### src/rtl/rv32i_pkg.sv
// Shared RV32I definitions: datapath width, canonical NOP encoding and the
// instruction-fetch FSM state type.
package rv32i_pkg;

    localparam int unsigned XLEN      = 32;
    localparam logic [31:0] INSTR_NOP = 32'h0000_0013;

    typedef enum logic [1:0] {
        FS_RESET_WAIT = 2'd0,
        FS_RUN        = 2'd1,
        FS_DRAIN      = 2'd2
    } fetch_state_t;

endpackage

### src/rtl/fetch_fifo.sv
// Parameterised synchronous FIFO with flush; a push is accepted on a full
// FIFO only when a pop happens in the same cycle.
module fetch_fifo #(
    parameter int unsigned WIDTH = 32,
    parameter int unsigned DEPTH = 2
) (
    input  logic                       clk,
    input  logic                       rst,
    input  logic                       i_flush,
    input  logic                       i_push,
    input  logic [WIDTH-1:0]           i_data,
    input  logic                       i_pop,
    output logic [WIDTH-1:0]           o_data,
    output logic                       o_full,
    output logic                       o_empty,
    output logic [$clog2(DEPTH+1)-1:0] o_count
);

    localparam int unsigned AW = (DEPTH > 1) ? $clog2(DEPTH) : 1;
    localparam int unsigned CW = $clog2(DEPTH + 1);

    logic [WIDTH-1:0] r_mem [DEPTH];
    logic [AW-1:0]    r_wr_ptr;
    logic [AW-1:0]    r_rd_ptr;
    logic [CW-1:0]    r_count;
    logic             w_do_push;
    logic             w_do_pop;

    function automatic logic [AW-1:0] ptr_inc(input logic [AW-1:0] p);
        return (p == AW'(DEPTH - 1)) ? '0 : p + AW'(1);
    endfunction

    assign o_empty   = (r_count == '0);
    assign o_full    = (r_count == CW'(DEPTH));
    assign o_count   = r_count;
    assign o_data    = r_mem[r_rd_ptr];
    assign w_do_pop  = i_pop & ~o_empty;
    assign w_do_push = i_push & (~o_full | w_do_pop);

    always_ff @(posedge clk) begin
        if (rst || i_flush) begin
            r_wr_ptr <= '0;
            r_rd_ptr <= '0;
            r_count  <= '0;
        end else begin
            if (w_do_push) r_wr_ptr <= ptr_inc(r_wr_ptr);
            if (w_do_pop)  r_rd_ptr <= ptr_inc(r_rd_ptr);
            case ({w_do_push, w_do_pop})
                2'b10:   r_count <= r_count + CW'(1);
                2'b01:   r_count <= r_count - CW'(1);
                default: r_count <= r_count;
            endcase
        end
    end

    always_ff @(posedge clk) begin
        if (w_do_push && !i_flush) r_mem[r_wr_ptr] <= i_data;
    end

endmodule

### src/rtl/pc_fetch_unit.sv
// In-order instruction fetch with redirect flush and response discard.
// FETCH_MISALIGN_CHECK_EN adds fetch_misalign_o and halts on unaligned redirects.
module pc_fetch_unit
    import rv32i_pkg::*;
#(
    parameter logic [31:0] RESET_PC  = 32'h0000_0000,
    parameter int unsigned BUF_DEPTH = 2
) (
    input  logic            clk,
    input  logic            rst,
    input  logic            redirect_i,
    input  logic [XLEN-1:0] redirect_pc_i,
    input  logic            stall_i,
    output logic            imem_req_o,
    output logic [XLEN-1:0] imem_addr_o,
    input  logic            imem_gnt_i,
    input  logic            imem_rvalid_i,
    input  logic [XLEN-1:0] imem_rdata_i,
    output logic [XLEN-1:0] pc_o,
    output logic [XLEN-1:0] instruction_o,
    output logic            valid_o
`ifdef FETCH_MISALIGN_CHECK_EN
    ,
    output logic            fetch_misalign_o
`endif
);

    localparam int unsigned CW = $clog2(BUF_DEPTH + 1);
    localparam int unsigned SW = CW + 2;

    fetch_state_t      r_state;
    fetch_state_t      w_state_next;
    logic [XLEN-1:0]   r_fetch_pc;
    logic [XLEN-1:0]   w_redirect_pc;
    logic [XLEN-1:0]   w_pcq_head;
    logic [CW-1:0]     r_discard;
    logic [CW-1:0]     w_discard_next;
    logic [CW-1:0]     w_buf_count;
    logic [CW-1:0]     w_pcq_count;
    logic [SW-1:0]     w_inflight_next;
    logic [2*XLEN-1:0] w_buf_head;
    logic              w_buf_full;
    logic              w_buf_empty;
    logic              w_pcq_full;
    logic              w_pcq_empty;
    logic              w_halt;
    logic              w_room;
    logic              w_gnt;
    logic              w_push;
    logic              w_pop;

`ifdef FETCH_MISALIGN_CHECK_EN
    logic r_halt;
    logic r_misalign;

    assign w_redirect_pc    = redirect_pc_i;
    assign w_halt           = r_halt;
    assign fetch_misalign_o = r_misalign;

    always_ff @(posedge clk) begin
        if (rst) begin
            r_halt     <= 1'b0;
            r_misalign <= 1'b0;
        end else begin
            r_misalign <= redirect_i & (redirect_pc_i[1:0] != 2'b00);
            if (redirect_i) r_halt <= (redirect_pc_i[1:0] != 2'b00);
        end
    end
`else
    assign w_redirect_pc = redirect_pc_i & ~XLEN'(3);
    assign w_halt        = 1'b0;
`endif

    // Outstanding requests are not counted separately: the live ones sit in the
    // PC queue and the abandoned ones in r_discard.
    assign w_room = (SW'(w_pcq_count) + SW'(r_discard) + SW'(w_buf_count)) < SW'(BUF_DEPTH);
    assign w_inflight_next = SW'(w_pcq_count) + SW'(r_discard) + SW'(w_gnt) - SW'(imem_rvalid_i);

    assign imem_addr_o = r_fetch_pc;
    assign w_gnt       = imem_req_o & imem_gnt_i;
    assign w_push      = imem_rvalid_i & (r_discard == '0) & ~redirect_i & ~w_pcq_empty;
    assign w_pop       = ~w_buf_empty & ~stall_i & ~redirect_i;

    always_comb begin
        w_discard_next = r_discard;
        if (redirect_i) begin
            w_discard_next = CW'(w_inflight_next);
        end else if (imem_rvalid_i && r_discard != '0) begin
            w_discard_next = r_discard - CW'(1);
        end
    end

    always_comb begin
        w_state_next = r_state;
        imem_req_o   = 1'b0;
        case (r_state)
            FS_RESET_WAIT: w_state_next = FS_RUN;
            FS_RUN: begin
                imem_req_o   = ~redirect_i & w_room & ~w_halt;
                w_state_next = (w_discard_next != '0) ? FS_DRAIN : FS_RUN;
            end
            FS_DRAIN: w_state_next = (w_discard_next != '0) ? FS_DRAIN : FS_RUN;
            default:  w_state_next = FS_RESET_WAIT;
        endcase
    end

    always_ff @(posedge clk) begin
        if (rst) begin
            r_state    <= FS_RESET_WAIT;
            r_fetch_pc <= RESET_PC;
            r_discard  <= '0;
        end else begin
            r_state   <= w_state_next;
            r_discard <= w_discard_next;
            if (redirect_i) begin
                r_fetch_pc <= w_redirect_pc;
            end else if (w_gnt) begin
                r_fetch_pc <= r_fetch_pc + XLEN'(4);
            end
        end
    end

    fetch_fifo #(.WIDTH(XLEN), .DEPTH(BUF_DEPTH)) u_pc_queue (
        .clk     (clk),
        .rst     (rst),
        .i_flush (redirect_i),
        .i_push  (w_gnt & ~w_pcq_full),
        .i_data  (r_fetch_pc),
        .i_pop   (w_push),
        .o_data  (w_pcq_head),
        .o_full  (w_pcq_full),
        .o_empty (w_pcq_empty),
        .o_count (w_pcq_count)
    );

    fetch_fifo #(.WIDTH(2 * XLEN), .DEPTH(BUF_DEPTH)) u_instr_buf (
        .clk     (clk),
        .rst     (rst),
        .i_flush (redirect_i),
        .i_push  (w_push & (~w_buf_full | w_pop)),
        .i_data  ({w_pcq_head, imem_rdata_i}),
        .i_pop   (w_pop),
        .o_data  (w_buf_head),
        .o_full  (w_buf_full),
        .o_empty (w_buf_empty),
        .o_count (w_buf_count)
    );

    assign valid_o       = ~w_buf_empty;
    assign pc_o          = w_buf_head[2*XLEN-1:XLEN];
    assign instruction_o = valid_o ? w_buf_head[XLEN-1:0] : INSTR_NOP;

endmodule

### config.mk
export PLATFORM = sky130hd
export DESIGN_NAME = pc_fetch_unit
export DESIGN_NICKNAME = d
export VERILOG_FILES = /design/src/rtl/rv32i_pkg.sv /design/src/rtl/fetch_fifo.sv /design/src/rtl/pc_fetch_unit.sv
export SDC_FILE = /design/constraint.sdc
export NUM_CORES = 1
export LEC_CHECK = 0
export ABC_AREA = 1
export CORE_AREA = 2 2 114 172
export DETAILED_ROUTE_END_ITERATION = 12
export DIE_AREA = 0 0 116 174
export HOLD_SLACK_MARGIN = 0.15
export PLACE_DENSITY = 0.9
export SLEW_MARGIN = 5
export SYNTH_ARGS = -nofsm -noshare
export SYNTH_HDL_FRONTEND = slang
export SYNTH_SLANG_ARGS = --single-unit
### constraint.sdc
create_clock -name clk -period 6.25 [get_ports clk]
set_clock_uncertainty 0.05 [all_clocks]
set_input_delay 1.25 -clock clk [delete_from_list [all_inputs] [get_ports clk]]
set_output_delay 1.25 -clock clk [all_outputs]
set_load 0.01 [all_outputs]
==> run summary <==
For the global router's overall resource usage, the log shows 0.2207. Leaving out fill and tap cells, the most frequent cell in the layout is sky130_fd_sc_hd__nand2_1. The area added between synthesis and finish was 26.60%. Highest layer used for signal routing: met4. Based on the critical path, the design can be clocked at up to 219.1 MHz. For the total count of hold-check failures in the final report, the log shows 0. The most numerous cell type found on the critical path is sky130_fd_sc_hd__clkdlybuf4s50_1. The design draws 3.366 mW.

In the final timing run, aggregate negative setup slack is 0 ns. The chip height came out at 174 um. The core area was 18770 sq um; the part of the cycle the worst path needs was 0.7304. CTS saw 228 sinks. Measured in cells, the most critical reg-to-reg path has a length of 14.

The tools report the distinct cell type count of the synthesized netlist as 36. The tools report the post-synthesis sequential area ratio as 0.6554. The tools report the nature of the critical path startpoint as an input port. For the number of pins with negative max-slew slack in the final report, the log shows 0.

Number of max-capacitance violations reported: 0. For the headroom to the max-slew limit, the log shows 0.2584. The worst supply voltage drop on vdd was 213.1 uV. Setup repair after global routing left no endpoint under its margin.

The aggregate routed wire length is 22080 um. The run finished with clean final reports. For the worst setup path, the data required time is 4.95 ns. The total buffers and inverters traversed by the critical path was 5; the fraction of final layout cells with drive strength greater than 1 was 0.08688. The largest stage delay on the critical path was 0.47 ns.

The number of antenna diodes in the final layout is 0. Time the final worst path needs with I/O delays and setup: 4.565 ns. Detailed routing placed a total of 1414 um of wire on met3. Most instantiated flip-flop cell in the synthesis netlist: sky130_fd_sc_hd__edfxtp_1.

In the final routed layout, each cell accounts on average for 16.22 um. The number of flops mapped to enable cells by yosys was 184; the die span in x was 116 um. For this design, the CTS-stage hold fixing added 0 buffers. For this block, wires on met1 add up to 7994 um.

The clock buffer count from CTS is 21, and the post-CTS setup-driven buffer insertion count is 0. Yosys printed 0 warnings. Walking the worst path, the cells encountered are clkdlybuf4s50_1, buf_4, clkinv_2, nand3_1, a21oi_2, nand2_1, inv_1, clkdlybuf4s50_1. Counting along the longest clock path gives a buffer depth of 3. The cell count after placement is 1323. Before antenna repair, the detailed router went through 5 iterations.

The largest net degree at the start of global routing is 64. The critical path in this run is classified as in2out. The number of H-tree levels was 1; the count of routing violations after the opening detailed-route iteration was 465. In this run the worst setup path begins at redirect_i. For the count of placed standard cells in the final layout, fillers left out, the log shows 1361.

The estimated wirelength of the detail-placed design was 14740 um; the number of flip-flops and latches in the synthesized netlist was 228. During placement, the flow inserted port buffers numbering 161. After floorplanning, the core was divided into 62 placement rows. Setup violations remaining at the end of the flow were counted as 0. For this run, design rule violations remaining after detail routing come to 0. The run gives 0 as the number of antenna violations at the first check in global routing. The die covers 20180 sq um. The starting utilization of the core area is 0.5207, and the number of inserted filler cells in the final layout is 1368. The number of nets in the layout was 1173; the final core utilization was 0.6592. TritonCTS built the clock tree.

Across the whole layout, storage elements account for 6407 sq um. Once detail routing completed, the nets flagged for antenna violations numbered 0. Power spread over the standard cell area amounts to 272.0 nW/um^2.

The gate family responsible for the most delay along the worst path was buffers and inverters. The tools report the leakage power as 4.508 nW. The final weighted congestion in routability-driven placement is 0.9511. Clock slew seen by the registers of the worst setup and hold paths: 0.06 ns.

In this run the clock root is driven by a sky130_fd_sc_hd__clkbuf_16. The launch instance of the worst register-to-register path is r_discard[0]. For this block, the via count after detailed routing is 7147. The clock latency at the later pin of the worst-skew pair is 0.50 ns. The top cell types in the final layout, fill and taps aside, are sky130_fd_sc_hd__nand2_1, sky130_fd_sc_hd__edfxtp_1, sky130_fd_sc_hd__clkdlybuf4s50_1. The worst setup path is captured at an output pin. In this run the register-to-register setup slack is 2.19 ns. The remaining global-route overflow came out at 0. The largest individual stage delay along the critical path comes from the cell sky130_fd_sc_hd__clkdlybuf4s50_1. The min-delay analysis places its worst path in the category reg2reg. Measured slew at the worst slew-check pin: 1.103 ns. The multi-input combinational cells in the finished layout cover a total of 3002 sq um. The number of I/O pins is 168, and the count of cell instances traversed by the critical path is 8. The endpoint of the most critical setup path was imem_req_o. The run gives 7321 as the number of global-route vias before repair. STA puts the critical path data arrival time at 3.27 ns. Wire segments on met2 add up to 11800 um in the final route. Using the TritonRoute via totals, the vias-per-cell ratio works out to 5.251. The total of cells resized after clock tree synthesis was 0; the global-route wire length before repair was 35330 um. In this run the mean area of a mapped cell was 10.50 sq um. The tools report the endpoint of the worst-slack reg-to-reg timing path as u_pc_queue.o_count[1]. The post-synthesis async set-or-reset flop share is 0. The cell area that synthesis handed to floorplanning was 9774 sq um. The tools report the synthesized instance count as 931. Of all nets on the critical path, the largest fanout is 40.
[synthesized netlist by cell type (all sizes together) (2+ instances only)]
cell,instances,area (sq um)
nand2,326,1229
edfxtp,184,5525
nor2,71,301.5
a21oi,68,344.1
inv,58,217.7
dfxtp,44,880.8
nand3,43,220.2
mux2,30,337.8
clkbuf,25,93.84
o21ai,23,115.1
buf,12,80.07
ha,11,137.6
xor2,8,70.07
nand3b,7,52.55
nand4,6,37.54
xnor2,4,35.03
clkinv,2,8.750
fa,2,40.04
[how the worst min path moves through the flow]
stage / start / to / slack [ns] / depth (start not counted)
3_5_place_dp: u_pc_queue.r_rd_ptr / u_pc_queue.r_rd_ptr / 0.41 / 1
6_report: u_pc_queue.r_wr_ptr / u_pc_queue.r_wr_ptr / 0.43 / 2
5_1_grt: u_pc_queue.r_rd_ptr / u_pc_queue.r_rd_ptr / 0.46 / 1
4_1_cts: u_pc_queue.r_wr_ptr / u_pc_queue.r_wr_ptr / 0.43 / 2
2_1_floorplan: u_pc_queue.r_rd_ptr / flop / 0.38 / 1
3_3_place_gp: u_pc_queue.r_rd_ptr / flop / 0.39 / 1
[where the power goes]
| part | internal (mW) | switching, mW | total [mW] | leakage (nW) |
|---|---|---|---|---|
| clock network | 0.826 | 0.527 | 1.35 | 0.357 |
| registers | 1.69 | 0.0458 | 1.74 | 2.03 |
| logic | 0.129 | 0.146 | 0.275 | 2.12 |
[per-stage QoR]
stage / cell area, sq um / hold WS [ns] / setup slack, ns
finish: 12370 / 0.4274 / 1.685
global route: 12370 / 0.4571 / 1.523
CTS: 12370 / 0.4255 / 1.670
detailed placement: 11630 / 0.4130 / 1.686
global placement: 11630 / 0.3855 / 1.678
floorplan: 9786 / 0.3756 / 1.330
[cells by family after synthesis]
kind of cell / after synthesis / share of synthesized area
simple gates: 455 / 0.1895
flops: 228 / 0.6554
buf+inv: 97 / 0.04096
compound gates: 95 / 0.05031
mux: 30 / 0.03456
fa+ha+maj: 13 / 0.01818
xor+xnor: 12 / 0.01075
other cells: 1 / 0.0003837
[worst min-delay path, stage by stage, from the launching register on]
cell and delay [ns]:
sky130_fd_sc_hd__dfxtp_1 0.31, sky130_fd_sc_hd__nand2_1 0.07, sky130_fd_sc_hd__a21boi_1 0.05
[cell type report]
| class | count | area share |
|---|---|---|
| Clock inverter | 8 | 0.01213 |
| Multi-Input combinational cell | 609 | 0.2426 |
| Timing Repair Buffer | 170 | 0.1357 |
| Sequential cell | 228 | 0.5178 |
| Clock buffer | 30 | 0.04762 |
| Tap cell | 256 | 0.02588 |
| Inverter | 60 | 0.01830 |
[registers in the layout, indices dropped and copies added (netlist names), named ones only]
register and flops:
u_instr_buf.r_mem 124, u_instr_buf.o_count 2, u_pc_queue.o_count 2, u_pc_queue.r_rd_ptr 1, r_discard 2, imem_addr_o 30
u_pc_queue.r_wr_ptr 1, r_state 2, u_instr_buf.r_wr_ptr 1, u_instr_buf.r_rd_ptr 1, u_pc_queue.r_mem 60
[layer usage]
layer  vias up  track usage
li1       3433            -
met1      3349       0.2488
met2       308       0.4045
met3        57      0.03138
met4         0      0.09970
met5         -            0
(Power assumes the default switching activity.)
==> edit (config.mk and constraints unchanged) <==
Add a define of `FETCH_MISALIGN_CHECK_EN`.
--- a/src/rtl/pc_fetch_unit.sv
+++ b/src/rtl/pc_fetch_unit.sv
@@ -1,5 +1,7 @@
 // In-order instruction fetch with redirect flush and response discard.
 // FETCH_MISALIGN_CHECK_EN adds fetch_misalign_o and halts on unaligned redirects.
+`define FETCH_MISALIGN_CHECK_EN
+
 module pc_fetch_unit
     import rv32i_pkg::*;
 #(
Formal check against the unedited RTL (old outputs only; new: fetch_misalign_o): not equivalent (Yosys sat finds a counterexample within 4 cycles, from zero or initial values and one cycle with rst high).
==> edit against the original RTL <==
Non-clock buffer count grew 8. Synthesized cell count grew 1.9%. Setup slack gained 77 ps. Power shrank 1.6%. Sequential cell count grew 12. Design area grew 3.3%. Synthesized area grew 3.8%. Register-to-register slack gained 240 ps. Global-route usage grew 0.16 points. Critical path depth grew 3. Routed wire length grew 2.0%. Critical path type is now reg2out. Largest cell class unchanged. Largest power group unchanged.
==> edit: results (changes against the original RTL) <==
status finished, final reports clean; Worst EP arrival 3190 ps (-80 ps); grt met2 use 40.23% (-0.22 points); synth top area cells edfxtp_1, nand2_1, dfxtp_1, mux2_2, a21oi_1; share of post-route cells with drive strength above 1 8.826% (+0.14 points); r2r worst-path depth 17 (+3); M3 GR Usage 2.999% (-0.14 points); cts bufs inserted 22 (+4.8%); synth cell count leaders nand2_1, edfxtp_1, inv_1; synth unique cells 37 (+2.8%); Hold Crit Start u_pc_queue.r_wr_ptr; Final Net Count 1,203 (+2.6%); vias in the first global route 7,071 (-3.4%); vias per inst 5.222 (-0.55%); initial DRC count 550 (+18%); worst-path fanout max 7 (-83%); LEAKAGE 4.611 nW (+2.3%); RD Place Congestion 0.9232 (-2.9%); fin cells 1,389 (+2.1%); max reg flops 128 (+3.2%); GRT Total Usage 22.23% (+0.16 points); pin count of the biggest net entering global routing 66 (+3.1%); peak supply drop 0.0001809 V (-15%); DP Wirelength 15,330 um (+4.0%); Slew @ Worst Pin 1211 ps (+108.2 ps); Net Switching 0.6886 mW (-4.2%); FF-to-FF setup slack 2430 ps (+240 ps); WL/cell 16.22 um (about the same); RR Startpoint u_pc_queue.o_count[0]; number of synthesized flops with an enable pin 192 (+4.3%); first-pass GRT wire length 35,180 um (-0.43%); GRT met1 Usage 25.99% (+1.1 points); fillers 1,335 (-2.4%); Port Buffers 168 (+4.3%)
-- edit: cell types whose count changed after synthesis, sizes merged, moves of 3 or more --
cell / before / now
inv: 58 / 69
a21oi: 68 / 63
clkbuf: 25 / 20
nand3: 43 / 39
o21ai: 23 / 35
nand3b: 7 / 1
nor3: 1 / 4
nand2: 326 / 332
edfxtp: 184 / 192
dfxtp: 44 / 48
nand4: 6 / 3
-- edit: worst max-delay path by stage --
stage | start | end | cells past startpoint
5_1_grt | u_pc_queue.o_count[0] | imem_req_o | 11
4_1_cts | u_pc_queue.o_count[0] | imem_req_o | 11
3_5_place_dp | redirect_i | imem_req_o | 8
6_report | u_pc_queue.o_count[0] | imem_req_o | 11
3_3_place_gp | redirect_i | imem_req_o | 8
2_1_floorplan | imem_rvalid_i | u_instr_buf.r_mem[0][0] | 5
-- edit: final cells by class --
cell class / count / area share, %
repair buffers: 178 / 13.74
multi-input cells: 609 / 23.68
flip-flops and latches: 240 / 52.62
clock buffers: 30 / 4.707
inverters: 69 / 2.026
clock inverters: 7 / 0.7144
well taps: 256 / 2.505
-- edit: power by group through the flow --
stage / clock, mW / combinational (mW) / sequential, mW
final: 1.30 / 0.222 / 1.79
after global routing: 1.38 / 0.248 / 1.80
after CTS: 1.32 / 0.222 / 1.79
after detailed placement: 0 / 0.221 / 1.83
after global placement: 0 / 0.212 / 1.82
after floorplan: 0 / 0.109 / 1.82
-- edit: critical path, cell delays in order (launching register included) --
cell and delay (ps):
dfxtp_1 380, ha_1 220, fa_1 530, inv_1 90, fa_1 510, nand2_1 50, inv_1 40, nand2_1 50
nor2_2 130, nand2_2 100, inv_1 60, clkdlybuf4s50_1 520
-- edit: metrics by stage --
stage / hold WS [ps] / instance area (um2) / setup WS (ps) / utilization [%]
floorplan: 375.2 / 10140 / 1340 / -
global placement: 384.1 / 12090 / 2055 / 64.41
detailed placement: 399.8 / 12090 / 2054 / 64.41
CTS: 406.4 / 12780 / 1745 / 68.10
global route: 434.3 / 12780 / 1625 / 68.10
finish: 412.2 / 12780 / 1762 / 68.10
-- edit: cell families (layout without fill, tap and decap cells) --
| kind of cell | count (synthesis) | after routing | share of synthesized area [%] |
|---|---|---|---|
| flops | 240 | 240 | 66.31 |
| xor+xnor | 10 | 10 | 0.8635 |
| compound gates | 104 | 104 | 5.316 |
| mux | 32 | 32 | 3.552 |
| fa+ha+maj | 13 | 13 | 1.752 |
| buf+inv | 100 | 284 | 4.033 |
| simple gates | 450 | 450 | 18.17 |
-- edit: layer usage --
layer  up-vias  part of all wire (%)
li1       3528                     -
met3        52                   6.3
met5         -                     0
met1      3402                    37
met2       272                    53
met4         0                   3.5
